`src/rtl/rx_uart_frame_tx.sv`:
```
// Frame-aware UART egress: buffers payload, releases committed frames to a built-in
// serializer, and rolls back uncommitted bytes on drop or oversize.
module rx_uart_frame_tx #(
  parameter int DATA_W       = 8,
  parameter int DEPTH        = 64,
  parameter int CLKS_PER_BIT = 868,
  parameter int PARITY       = 0,
  parameter int STOP_BITS    = 1
) (
  input  logic                     i_clk,
  input  logic                     i_rst,
  input  logic [DATA_W-1:0]        i_data,
  input  logic                     i_data_valid,
  output logic                     o_data_ready,
  input  logic                     i_frame_commit,
  input  logic                     i_frame_drop,
  input  logic                     i_tx_enable,
  output logic                     o_uart_tx,
  output logic                     o_busy,
  output logic [$clog2(DEPTH):0]   o_fill,
  output logic                     o_overflow,
  output logic [7:0]               o_drop_count
);

  // state  | meaning
  // IDLE   | line high, waiting for a committed byte and tx enable
  // START  | start bit (0)
  // DATA   | payload bits, LSB first
  // PAR    | parity bit (skipped when PARITY==0)
  // STOP   | stop bit(s); may pop the next byte on its last cycle

  localparam int AW        = $clog2(DEPTH);
  localparam int PW        = AW + 1;
  localparam int STOP_CLKS = STOP_BITS * CLKS_PER_BIT;
  localparam int CW        = (STOP_CLKS > 2) ? $clog2(STOP_CLKS) : 1;
  localparam int BW        = $clog2(DATA_W);
  localparam logic [PW-1:0] DEPTH_P = PW'(DEPTH);
  localparam logic          PAR_ODD = (PARITY == 2);

  typedef enum logic [2:0] {S_IDLE, S_START, S_DATA, S_PAR, S_STOP} state_t;

  logic [DATA_W-1:0] r_mem [DEPTH];
  logic [PW-1:0]     r_wr_ptr, r_cm_ptr, r_rd_ptr;
  logic              r_discard;
  logic [7:0]        r_drop_cnt;

  state_t            r_state, w_next;
  logic [CW-1:0]     r_cnt;
  logic [BW-1:0]     r_bit;
  logic [DATA_W-1:0] r_shift;
  logic              r_par;

  logic [PW-1:0]     w_used;
  logic              w_full, w_overflow, w_wr, w_pop_cond, w_pop, w_cnt_tc;
  logic [DATA_W-1:0] w_rd_data;

  assign w_used       = r_wr_ptr - r_rd_ptr;
  assign w_full       = (w_used == DEPTH_P);
  assign o_data_ready = r_discard | ~w_full;
  // A full buffer with nothing committed can never drain: auto-drop the frame.
  assign w_overflow   = w_full & (r_cm_ptr == r_rd_ptr) & ~r_discard;
  assign w_wr         = i_data_valid & o_data_ready & ~r_discard;
  assign w_pop_cond   = (r_rd_ptr != r_cm_ptr) & i_tx_enable;
  assign w_rd_data    = r_mem[r_rd_ptr[AW-1:0]];
  assign w_cnt_tc     = (r_cnt == '0);

  assign o_fill       = w_used;
  assign o_overflow   = w_overflow;
  assign o_drop_count = r_drop_cnt;

  always_ff @(posedge i_clk) begin
    if (w_wr) r_mem[r_wr_ptr[AW-1:0]] <= i_data;
  end

  always_ff @(posedge i_clk) begin
    if (i_rst) begin
      r_wr_ptr   <= '0;
      r_cm_ptr   <= '0;
      r_rd_ptr   <= '0;
      r_discard  <= 1'b0;
      r_drop_cnt <= '0;
    end else begin
      if (w_pop) r_rd_ptr <= r_rd_ptr + 1'b1;
      if (w_overflow) begin
        r_wr_ptr  <= r_cm_ptr;
        r_discard <= 1'b1;
        if (r_drop_cnt != 8'hFF) r_drop_cnt <= r_drop_cnt + 1'b1;
      end else if (i_frame_drop) begin
        r_wr_ptr  <= r_cm_ptr;
        r_discard <= 1'b0;
        if (!r_discard && r_drop_cnt != 8'hFF) r_drop_cnt <= r_drop_cnt + 1'b1;
      end else begin
        if (w_wr) r_wr_ptr <= r_wr_ptr + 1'b1;
        if (i_frame_commit) begin
          r_discard <= 1'b0;
          if (!r_discard) r_cm_ptr <= r_wr_ptr + PW'(w_wr);
        end
      end
    end
  end

  always_ff @(posedge i_clk) begin
    if (i_rst) r_state <= S_IDLE;
    else       r_state <= w_next;
  end

  always_comb begin
    w_next = r_state;
    w_pop  = 1'b0;
    case (r_state)
      S_IDLE: begin
        if (w_pop_cond) begin
          w_pop  = 1'b1;
          w_next = S_START;
        end
      end
      S_START: if (w_cnt_tc) w_next = S_DATA;
      S_DATA: begin
        if (w_cnt_tc && r_bit == BW'(DATA_W - 1))
          w_next = (PARITY != 0) ? S_PAR : S_STOP;
      end
      S_PAR: if (w_cnt_tc) w_next = S_STOP;
      S_STOP: begin
        if (w_cnt_tc) begin
          if (w_pop_cond) begin
            w_pop  = 1'b1;
            w_next = S_START;
          end else begin
            w_next = S_IDLE;
          end
        end
      end
      default: w_next = S_IDLE;
    endcase
  end

  always_ff @(posedge i_clk) begin
    if (i_rst) begin
      r_cnt   <= '0;
      r_bit   <= '0;
      r_shift <= '0;
      r_par   <= 1'b0;
    end else begin
      if (r_state != w_next) begin
        r_cnt <= (w_next == S_STOP) ? CW'(STOP_CLKS - 1) : CW'(CLKS_PER_BIT - 1);
        r_bit <= '0;
      end else if (!w_cnt_tc) begin
        r_cnt <= r_cnt - 1'b1;
      end else if (r_state == S_DATA) begin
        r_cnt <= CW'(CLKS_PER_BIT - 1);
        r_bit <= r_bit + 1'b1;
      end

      if (w_pop) begin
        r_shift <= w_rd_data;
        r_par   <= (^w_rd_data) ^ PAR_ODD;
      end else if (r_state == S_DATA && w_cnt_tc) begin
        r_shift <= r_shift >> 1;
      end
    end
  end

  always_comb begin
    o_busy    = (r_state != S_IDLE);
    o_uart_tx = 1'b1;
    case (r_state)
      S_START: o_uart_tx = 1'b0;
      S_DATA:  o_uart_tx = r_shift[0];
      S_PAR:   o_uart_tx = r_par;
      default: o_uart_tx = 1'b1;
    endcase
  end

endmodule
```
`config.mk`:
```
export PLATFORM = sky130hd
export DESIGN_NAME = rx_uart_frame_tx
export DESIGN_NICKNAME = d
export VERILOG_FILES = /design/src/rtl/rx_uart_frame_tx.sv
export SDC_FILE = /design/constraint.sdc
export NUM_CORES = 1
export LEC_CHECK = 0
export CAP_MARGIN = 20
export CORE_UTILIZATION = 55
export CTS_BUF_LIST = sky130_fd_sc_hd__clkbuf_8
export CTS_CLUSTER_SIZE = 8
export DETAILED_ROUTE_END_ITERATION = 10
export GPL_ROUTABILITY_DRIVEN = 0
export HOLD_SLACK_MARGIN = 0.03
export PLACE_DENSITY = 0.71
export SYNTH_ARGS = -nofsm -noshare
export SYNTH_HDL_FRONTEND = slang
export SYNTH_SLANG_ARGS = --single-unit
```
`constraint.sdc`:
```
create_clock -name i_clk -period 4.5 [get_ports i_clk]
set_clock_uncertainty 0.2 [all_clocks]
set_input_delay 0.9 -clock i_clk [delete_from_list [all_inputs] [get_ports i_clk]]
set_output_delay 0.9 -clock i_clk [all_outputs]
set_load 0.02 [all_outputs]
```
# Word level (Yosys, flattened, before mapping)
# Memories as Yosys holds them, arrays and structs flattened. A register that Yosys moved wholly into a read port is not among the register bits.
# Index checks and enable logic that the tools add are counted.
# op_classes
n_addsub	7
eq_ne	13
muxes	30
bitwise_logic	10
reduce_logical	17
# op_table
op	n
2-to-1 mux 8 bit	6
2-to-1 mux 10 bit	3
2-to-1 mux 7 bit	3
2-to-1 mux 3 bit	5
case mux 3 bit (5 select lines)	1
adder 7 x 1 -> 7 bit, second input constant	2
2-to-1 mux 6 bit	2
logical NOT 10 bit	1
subtractor 10 x 1 -> 10 bit, second input constant	1
nonzero test 3 bit	3
adder 8 x 1 -> 8 bit, second input constant	1
2-to-1 mux 1 bit	8
inequality test 8 bit, second input constant	1
XOR reduction 8 bit	1
adder 7 x 1 -> 7 bit	1
equality test 7 bit	1
equality test 7 bit, second input constant	1
inequality test 7 bit	1
subtractor 7 bit	1
equality test 3 x 2 -> 1 bit, second input constant	2
equality test 3 bit, second input constant	2
nonzero test 2 bit	3
AND 1 bit	5
inequality test 2 x 1 -> 1 bit, second input constant	2
15 further kinds	20
# word_totals
ff_bits	55
ram_bits	512
out_inout_bits	19
word_cells	89
n_memories	1
# memory_table
memory	words	word_bits	rd	rd_ports_with_merged_regs	write_ports	line_no	rtl
r_mem	64	8	1	1	1	42	logic [DATA_W-1:0] r_mem [DEPTH];

# Depth between registers and ports, before layout
# Gate-level depths: netlist of the first run.
# logic_depth
ltp_word	9
ltp_mapped	18
mapped_depth_nobuf	16

# Least setup slack after synthesis of the first run
# OpenSTA, ideal clock, no wires.
# synth_path
path_kind	register to register
startpoint	register r_wr_ptr[0]
endpoint	memory r_mem[61][0], enable pin
setup_ns	0.371
arrival_ns	3.545
setup_slack_ns	0.384
stages_incl_launch_ff	16
n_path_buf	2
synth_period_minus_slack_ns	4.116
cell_sequence	dfxtp_1 clkbuf_1 inv_1 ha_1 inv_1 fa_1 a21o_1 a21oi_1 o21ai_0 a21oi_1 xnor2_1 o21a_1 a21oi_1 clkbuf_1 nand4b_1 nor2_1
# synth_via
elab_chain_cells	8
# synth_lines
item	line_no	rtl
start, declared	43	logic [PW-1:0] r_wr_ptr, r_cm_ptr, r_rd_ptr;
start signal, assigned	85	r_wr_ptr <= r_cm_ptr;
start signal, assigned	89	r_wr_ptr <= r_cm_ptr;
start signal, assigned	93	if (w_wr) r_wr_ptr <= r_wr_ptr + 1'b1;
subtractor 7 bit	57	assign w_used = r_wr_ptr - r_rd_ptr;
via o_fill[6]	20	output logic [$clog2(DEPTH):0] o_fill,
equality test 7 bit	58	assign w_full = (w_used == DEPTH_P);
inverter 1 bit	59	assign o_data_ready = r_discard | ~w_full;
OR 1 bit	59	
AND 1 bit (2 in a row)	62	assign w_wr = i_data_valid & o_data_ready & ~r_discard;
2-to-1 mux 1 bit	72	if (w_wr) r_mem[r_wr_ptr[AW-1:0]] <= i_data;
2-to-1 mux 1 bit (implied by the code)	72	
end, declared	42	
# The timed path passes the listed nets, and every way through them passes these cells.

# Final worst setup path of the first run
# layout_path
startpoint	register r_wr_ptr[0]
endpoint	output o_overflow
# layout_via
elab_chain_cells	4
# layout_lines
item	line_no	rtl
subtractor 7 bit	57	
equality test 7 bit	58	
AND 1 bit (2 in a row)	61	assign w_overflow = w_full & (r_cm_ptr == r_rd_ptr) & ~r_discard;
end, declared	21	output logic o_overflow,
# No other way between the ends.

==> summary.txt, run 1 <==
Async set-reset flop share out of synthesis: 0%
Drc violations: 0
Vias per cell: 6.18
DR pass1 iterations: 5
Worst path slowest cell: fa_1
CP Launch Type: flip-flop
Routed Antenna Nets: 0
CTS Root Cell: clkbuf_8
Syn_area_per_cell: 17.7 µm²
Cells after Synth: 1312
TNS Setup: 0 ns
Synthesized flop and latch total: 573
Reg power frac: 50.9%
Die Wd: 207 µm
FILL cells: 2855
Register area share after synthesis: 71.5%
H-tree depth: 3
Clock Pin Slew Worst Setup and Hold Paths: 0.06 ns
Syn_nets: 1341
Post-synth EDFFs: 512
Switching Share: 26.2%
Top delay family on crit path: compound AO/OA/AOI/OAI gates
Antenna violations before repair: 0
Pwr/cell area: 454 mW/mm²
Area grow syn2layout: 13.2%
Psw: 3.13 mW
Grt total ovfl: 0
Starting density of the core: 56.4%
Core box area: 0.0412 mm²
Slew Viols, Final: 0
VDD IR max: 230 µV
Most common cell in the netlist: edfxtp_1
Worst path most repeated cell: inv_1
DIE AREA: 0.0431 mm²
Internal Power: 8.79 mW
Clk pwr share: 32.1%
Routed WL: 53.4 mm
Setup CP Type: reg -> out
Comb power frac: 17.0%
Synth Flop Type: edfxtp_1
Site Rows: 74
Slowest stage delay, CP: 0.40 ns
IO Pins: 33
Routed length per instance: 25.9 µm
Final setup violation count: 0
Port bufs: 32
Yosys top cell area share: 66.2%
Die Y: 207 µm
Fin. Hold Viols: 0
Total Power: 11.9 mW
Buf/Inv on CP: 4
# diodes: 0
Final min period: 4.29 ns
Worst Hold Class: reg -> reg
Largest net degree at the start of global routing: 59
Ys Warns: 0
DP HPWL: 33.6 mm
Leak: 8.63 nW
DRT iter0 DRCs: 1411
CP endpoint kind: primary output
Library cells used by synthesis: 69
DR vias: 12.7k
Max Cap Viol: 0
Worst-Margin Slew: 1.06 ns
Synthesized area: 0.0232 mm²
Vias in the first global route: 12.9k
First-pass GRT wire length: 80.1 mm
F_max: 233 MHz
Tot GR Track Use: 25.5%
Clock Path Buffers: 3
Final period utilization: 95.4%
Critical path, cell by cell: inv_1, ha_1, inv_1, fa_1, a21o_1, a21oi_2, o21ai_0, a21oi_1, xnor2_1, o21a_2, nand3_1, inv_1, clkdlybuf4s15_2
Worst Path Max Fanout: 4
Final core occ: 63.8%
Total CTS buffers: 90
CP Data Required Time: 3.40 ns
Post-synth top cells: edfxtp_1 (512), mux4_2 (135), nor2_1 (130), dfxtp_1 (61), nand2_1 (52)
Slew HR: 29.6%
Critical path arrival: 3.19 ns
Worst hold margin: 0.310 ns
Nets: 1504
CTS tree: yes
Share of cells above drive strength 1: 25.6%
Largest cells by area after synthesis: edfxtp_1 (66%), mux4_2 (13%), dfxtp_1 (5.3%)
Status: finished clean
Biggest area consumer among synthesized cells: edfxtp_1
Skew-Pair Late Insertion Delay: 0.65 ns
TritonCTS Sinks: 573
[cells by family after synthesis]
group,count (synthesis),synth area share [%]
adder cells (fa/ha/maj),15,0.840
multiplexers,176,14.9
flip-flops,573,71.5
XOR/XNOR,32,1.27
AND/OR/NAND/NOR,286,5.86
AO/OA/AOI/OAI,132,3.69
buffers and inverters,98,1.97
[state kept, by name, summed over array words and instances, names as in the netlist, named ones only]
name          count
r_mem           512
r_cnt            10
o_drop_count      8
r_shift           8
r_cm_ptr          7
r_rd_ptr          7
r_wr_ptr          7
r_bit             3
r_state           3
r_discard         1
r_par             1
[layout make-up]
cell class                      count  area [µm²]  share of cell area [%]
Tap cell                          532         666                    2.53
Inverter                           26        97.6                   0.371
Sequential cell                   573       16600                    63.2
Multi-Input combinational cell    641        6190                    23.6
Clock inverter                     52         213                   0.809
Timing Repair Buffer              143        1200                    4.55
Clock buffer                       95        1310                    4.97
[worst register-to-register path: stages, from the launching register on]
cell and delay (ns):
dfxtp_1 0.31, inv_1 0.13, ha_1 0.19, inv_1 0.06
fa_1 0.40, a21o_1 0.19, a21oi_2 0.16, o21ai_0 0.10
a21oi_1 0.18, xnor2_1 0.10, o21a_2 0.16, buf_4 0.15
a21oi_1 0.28, buf_4 0.26, nand4_1 0.12, buf_4 0.21
nor2_1 0.38, buf_4 0.23
[metal layers]
layer | GRT usage (%) | vias up | wire length (µm)
li1 | - | 5544 | -
met1 | 34.5 | 6528 | 21500
met2 | 39.8 | 560 | 25800
met3 | 6.73 | 104 | 4420
met4 | 9.93 | 0 | 1670
met5 | 0.222 | - | 0
[stage by stage]
| step | cell area, µm² | worst slack [ns] | cells |
|---|---|---|---|
| floorplan | 23200 | 0.384 | 1312 |
| CTS | 26200 | 0.0457 | 2059 |
| global route | 26300 | -0.0233 | 2062 |
| finish | 26300 | 0.208 | 2062 |
| global placement | 24700 | 0.406 | 1911 |
| detailed placement | 24700 | 0.329 | 1912 |
[path summary, 6_finish.rpt]
path                                                from  cells past startpoint  slack (ns)                      to
worst max-delay path            r_wr_ptr[0]$_SDFFE_PP0P_                     13        0.21              o_overflow
worst min-delay path               r_bit[1]$_SDFFE_PP0P_                      2        0.31   r_bit[1]$_SDFFE_PP0P_
worst max register to register  r_wr_ptr[0]$_SDFFE_PP0P_                     17        0.38  r_mem[38][4]$_DFFE_PP_
worst min register to register     r_bit[1]$_SDFFE_PP0P_                      2        0.31   r_bit[1]$_SDFFE_PP0P_
[cell usage in the layout (no fill, tap or decap), types with 21 or more instances in the layout]
cell	netlist	layout
a211oi_1	21	21
a21oi_1	35	34
buf_4	7	104
clkbuf_8	0	95
clkdlybuf4s50_1	0	21
dfxtp_1	61	56
edfxtp_1	512	512
inv_1	24	60
mux2i_1	32	32
mux4_2	135	135
nand2_1	52	52
nor2_1	130	130
o21ai_0	23	23
xnor2_1	21	21
[power groups by stage]
| stage | combinational, mW | clock [mW] | sequential, mW |
|---|---|---|---|
| 3_3_place_gp | 1.97 | 0 | 6.18 |
| 5_1_grt | 2.17 | 4.11 | 6.09 |
| 6_report | 2.02 | 3.83 | 6.07 |
| 4_1_cts | 2.02 | 3.90 | 6.07 |
| 3_5_place_dp | 2.00 | 0 | 6.18 |
| 2_1_floorplan | 1.47 | 0 | 6.09 |
[timing repair]
item                       CTS  global route
resized for setup            6             4
cloned                       0             0
setup buffers                0             2
setup endpoints to repair    2             4
hold buffers                 0             0
Power figures use the tool's default switching activity.
==> inputs of run 2 (changes only) <==
--- a/config.mk
+++ b/config.mk
@@ -6,13 +6,15 @@
 export NUM_CORES = 1
 export LEC_CHECK = 0
 export CAP_MARGIN = 20
+export CORE_MARGIN = 8
 export CORE_UTILIZATION = 55
 export CTS_BUF_LIST = sky130_fd_sc_hd__clkbuf_8
 export CTS_CLUSTER_SIZE = 8
 export DETAILED_ROUTE_END_ITERATION = 10
 export GPL_ROUTABILITY_DRIVEN = 0
 export HOLD_SLACK_MARGIN = 0.03
-export PLACE_DENSITY = 0.71
+export PLACE_DENSITY = 0.7
+export SKIP_LAST_GASP = 1
 export SYNTH_ARGS = -nofsm -noshare
 export SYNTH_HDL_FRONTEND = slang
 export SYNTH_SLANG_ARGS = --single-unit
==> summary.txt, run 2 (synthesized netlist as in run 1, its figures left out) <==
CTS Hold Bufs: 0
Largest net degree at the start of global routing: 56
CTS Root Cell: clkbuf_8
Slew HR: 29.5%
DP HPWL: 33.2 mm
TritonCTS Sinks: 573
Final period utilization: 95.1%
DR vias: 12.7k
Worst Hold Class: reg -> reg
Met2 wire len: 24.9 mm
Tot GR Track Use: 21.5%
Critical path arrival: 3.18 ns
CTS tree: yes
Reg-to-reg slack, setup: 0.33 ns
Vias per cell: 6.11
Site Rows: 75
Commonest non-fill, non-tap cell in the layout: edfxtp_1
Switching Share: 26.1%
Final min period: 4.28 ns
Clock Pin Slew Worst Setup and Hold Paths: 0.06 ns
Worst Path Max Fanout: 4
Routed WL: 52.7 mm
Clk pwr share: 32.5%
Port bufs: 32
Most frequent cells in the layout: edfxtp_1 (512), mux4_2 (135), nor2_1 (130)
Critical path, cell by cell: inv_1, ha_1, inv_1, fa_1, a21o_1, a21oi_2, o21ai_0, a21oi_1, xnor2_1, o21a_2, buf_4, nand2_1, dlygate4sd2_1
Met1 wire length: 21.6 mm
CP Data Required Time: 3.40 ns
Worst hold margin: 0.318 ns
Die Y: 221 µm
Slew Viols, Final: 0
Slowest stage delay, CP: 0.40 ns
Drc violations: 0
Core box area: 0.0419 mm²
Worst path slowest cell: fa_1
IO Pins: 33
Worst hold path cell count: 2
Reg2Reg Depth: 17
# diodes: 0
Max reg flops: 512
Die Wd: 221 µm
Psw: 3.14 mW
Skew-Pair Late Insertion Delay: 0.65 ns
R2R Path End: r_mem[11][0]$_DFFE_PP_
Clock Path Buffers: 3
TNS Setup: 0 ns
First-pass GRT wire length: 79.8 mm
Worst reg2reg path startpoint: r_wr_ptr[0]$_SDFFE_PP0P_
Vias in the first global route: 12.9k
Worst path most repeated cell: inv_1
VDD IR max: 202 µV
Leak: 8.67 nW
Nets: 1506
H-tree depth: 3
F_max: 234 MHz
Final setup violation count: 0
Comb power frac: 16.8%
Grt total ovfl: 0
Routed Antenna Nets: 0
Fin. Hold Viols: 0
CP Launch Type: flip-flop
Antenna violations before repair: 0
Internal Power: 8.88 mW
Area grow syn2layout: 13.6%
Worst-Margin Slew: 1.06 ns
Share of cells above drive strength 1: 25.7%
DR pass1 iterations: 7
RSZ-0062 raised after global routing: false
Reg power frac: 50.7%
DR WL met3: 4.56 mm
Starting density of the core: 55.5%
Total CTS buffers: 90
Setup CP Type: reg -> out
Pwr/cell area: 455 mW/mm²
DIE AREA: 0.0491 mm²
CP endpoint kind: primary output
Max Cap Viol: 0
Hold Crit Start: r_shift[7]$_SDFFE_PP0P_
DRT iter0 DRCs: 1326
Hold Path Sink: r_shift[7]$_SDFFE_PP0P_
Status: finished clean
Top sig layer: met4
Routed length per instance: 25.4 µm
==> run 2: how the worst max path moves through the flow <==
stage | startpoint | depth (start not counted) | to | slack [ns]
after floorplan | r_wr_ptr[0]$_SDFFE_PP0P_ | 15 | r_mem[61][0]$_DFFE_PP_ | 0.38
after global placement | r_rd_ptr[0]$_SDFFE_PP0P_ | 12 | o_overflow | 0.39
after detailed placement | r_rd_ptr[0]$_SDFFE_PP0P_ | 12 | o_overflow | 0.35
after CTS | r_rd_ptr[0]$_SDFFE_PP0P_ | 12 | o_overflow | -0.03
after global routing | r_wr_ptr[0]$_SDFFE_PP0P_ | 13 | o_data_ready | 0.003
final | r_wr_ptr[0]$_SDFFE_PP0P_ | 13 | o_data_ready | 0.22
==> run 2: layer usage <==
| layer | GRT usage [%] | up-vias |
|---|---|---|
| li1 | - | 5555 |
| met1 | 29.0 | 6482 |
| met2 | 33.3 | 553 |
| met3 | 5.83 | 97 |
| met4 | 8.72 | 0 |
| met5 | 0 | - |
==> run 2: through the flow <==
step           worst slack [ns]  util [%]  cell area [µm²]  std cells  power [mW]
6_report                  0.219      63.1            26400       2075        12.0
3_5_place_dp              0.352      59.2            24800       1921        8.21
4_1_cts                 -0.0317      63.0            26400       2072        12.1
5_1_grt                 0.00337      63.1            26400       2075        12.5
3_3_place_gp              0.387      59.0            24700       1917        8.18
2_1_floorplan             0.384         -            23200       1312        7.57
==> run 2: power by group through the flow <==
stage	Combinational, mW	Clock [mW]	Sequential (mW)
3_5_place_dp	2.01	0	6.20
2_1_floorplan	1.47	0	6.09
6_report	2.02	3.90	6.09
3_3_place_gp	1.98	0	6.20
5_1_grt	2.19	4.22	6.12
4_1_cts	2.01	3.98	6.09
==> run 2: area by class of cell <==
type                    count  area [µm²]
clock inverters            57         268
inverters                  26        97.6
repair buffers            145        1260
well taps                 539         674
multi-input cells         641        6190
flip-flops and latches    573       16600
clock buffers              94        1290
fillers                  2951       15500
==> run 2: critical path: cells and delay by family (launching register included) <==
| family | cells | cell delay (ns) |
|---|---|---|
| compound gates | 5 | 0.85 |
| buf+inv | 4 | 0.58 |
| fa+ha+maj | 2 | 0.58 |
| flops | 1 | 0.31 |
| xor+xnor | 1 | 0.16 |
| simple gates | 1 | 0.04 |
==> run 2: what timing repair did <==
item	CTS	global route
endpoints found under the hold margin	0	0
endpoints found under the setup margin	2	4
setup buffers	0	3
gates resized for setup	3	7
==> inputs of run 3 (changes only) <==
--- a/config.mk
+++ b/config.mk
@@ -6,14 +6,16 @@
 export NUM_CORES = 1
 export LEC_CHECK = 0
 export CAP_MARGIN = 20
+export CORE_ASPECT_RATIO = 0.6
 export CORE_MARGIN = 8
 export CORE_UTILIZATION = 55
 export CTS_BUF_LIST = sky130_fd_sc_hd__clkbuf_8
 export CTS_CLUSTER_SIZE = 8
 export DETAILED_ROUTE_END_ITERATION = 10
+export DONT_BUFFER_PORTS = 1
 export GPL_ROUTABILITY_DRIVEN = 0
 export HOLD_SLACK_MARGIN = 0.03
-export PLACE_DENSITY = 0.7
+export PLACE_DENSITY = 0.69
 export SKIP_LAST_GASP = 1
 export SYNTH_ARGS = -nofsm -noshare
 export SYNTH_HDL_FRONTEND = slang
==> summary.txt, run 3 (synthesized netlist as in run 1, its figures left out) <==
RSZ-0062 raised after global routing: false
Register area: 0.0166 mm²
Setup CP Type: reg -> out
Total Power: 11.6 mW
Max Cap Viol: 0
Share of cells above drive strength 1: 24.5%
Commonest non-fill, non-tap cell in the layout: edfxtp_1
TritonCTS Sinks: 573
Vias in the first global route: 12.3k
Routed Antenna Nets: 0
DRT iter0 DRCs: 1653
Tot GR Track Use: 22.8%
Critical path arrival: 3.19 ns
Die Wd: 281 µm
IO Pins: 33
DIE AREA: 0.0493 mm²
Routed WL: 55.6 mm
Core box area: 0.0418 mm²
First-pass GRT wire length: 82.5 mm
F_max: 233 MHz
CP startpoint: r_rd_ptr[0]$_SDFFE_PP0P_
CP Launch Type: flip-flop
Clock Pin Slew Worst Setup and Hold Paths: 0.06 ns
Final min period: 4.29 ns
CP Data Required Time: 3.40 ns
Area grow syn2layout: 11.1%
Clock Path Buffers: 3
Final setup violation count: 0
Post-CTS sizing: 0
Largest net degree at the start of global routing: 65
Status: finished clean
Multi-input logic area: 0.00618 mm²
CTS Root Cell: clkbuf_8
Vias per cell: 6.29
DR pass1 iterations: 5
Final period utilization: 95.2%
Worst reg2reg path startpoint: r_rd_ptr[0]$_SDFFE_PP0P_
Max reg flops: 512
Setup repair bufs after CTS: 0
Worst Hold Class: in -> reg
Most frequent cells in the layout: edfxtp_1 (512), mux4_2 (135), nor2_1 (130)
Total CTS buffers: 83
H-tree depth: 3
VDD IR max: 309 µV
Routed length per instance: 27.2 µm
Antenna violations before repair: 1
Reg-to-reg slack, setup: 0.47 ns
Starting density of the core: 55.6%
Pwr/cell area: 449 mW/mm²
Nets: 1461
Worst-Margin Slew: 0.769 ns
Fin. Hold Viols: 0
Die Y: 175 µm
# diodes: 0
DP HPWL: 35.4 mm
Site Rows: 58
CP endpoint kind: primary output
CTS Hold Bufs: 0
CTS tree: yes
Drc violations: 0
Leak: 8.40 nW
Hold Crit Start: i_rst
FILL cells: 3044
DR vias: 12.9k
Grt total ovfl: 0
Port bufs: 0
Skew-Pair Late Insertion Delay: 0.64 ns
TNS Setup: 0 ns
Slew Viols, Final: 0
Worst Path Max Fanout: 5
Slew HR: 48.5%
==> run 3: cell count changes in the layout (fill, tap and decap cells not counted), moves of 2 or more <==
cell,before,now
buf_2,9,0
clkinv_2,2,0
clkdlybuf4s50_1,20,0
buf_12,11,4
inv_1,57,63
clkinvlp_4,4,2
clkinv_1,15,0
clkbuf_8,94,86
inv_6,2,0
==> run 3: routing by layer <==
| metal | GRT usage (%) | up-vias | routed length, µm | part of all wire (%) |
|---|---|---|---|---|
| li1 | - | 5443 | - | - |
| met1 | 36.5 | 6579 | 25400 | 46 |
| met2 | 28.8 | 754 | 21900 | 39 |
| met3 | 8.58 | 78 | 7280 | 13 |
| met4 | 5.53 | 0 | 980 | 1.8 |
| met5 | 0 | - | 0 | 0 |
==> run 3: final cells by class <==
class,count,area share (%)
inverters,26,0.378
clock buffers,86,4.59
well taps,570,2.76
multi-input cells,641,23.9
clock inverters,41,0.626
repair buffers,107,3.31
flip-flops and latches,573,64.4
==> run 3: final timing paths <==
check	endpoint	cells past startpoint
min reg2reg	r_shift[7]$_SDFFE_PP0P_	2
max	o_overflow	10
max reg2reg	r_mem[21][5]$_DFFE_PP_	15
min	r_cnt[8]$_SDFFE_PP0P_	1
==> run 3: report_power, final <==
group	switching, mW	internal (mW)	leakage [nW]
logic	1.03	0.902	2.47
registers	0.162	5.91	5.11
clock network	1.85	1.73	0.826
total	3.04	8.55	8.40
==> run 3: stage by stage <==
step                      cells  setup slack (ns)  hold slack, ns  instance area, µm²  util, %
after floorplan            1312             0.384           0.263               23200        -
after global placement     1917             0.565           0.278               24400     58.5
after detailed placement   1917             0.537           0.302               24400     58.5
after CTS                  2044             0.136          0.0866               25800     61.7
after global routing       2044            0.0225          0.0936               25800     61.7
final                      2044             0.215           0.135               25800     61.7
==> run 3: critical path, cell delays in order, from the launching register on <==
cell and delay, ns:
dfxtp_1 0.45, ha_1 0.21, inv_1 0.06, fa_1 0.40, a21o_1 0.19, a21oi_1 0.21, xnor2_1 0.23, nor4_2 0.32
buf_4 0.21, nand3_1 0.10, inv_1 0.17
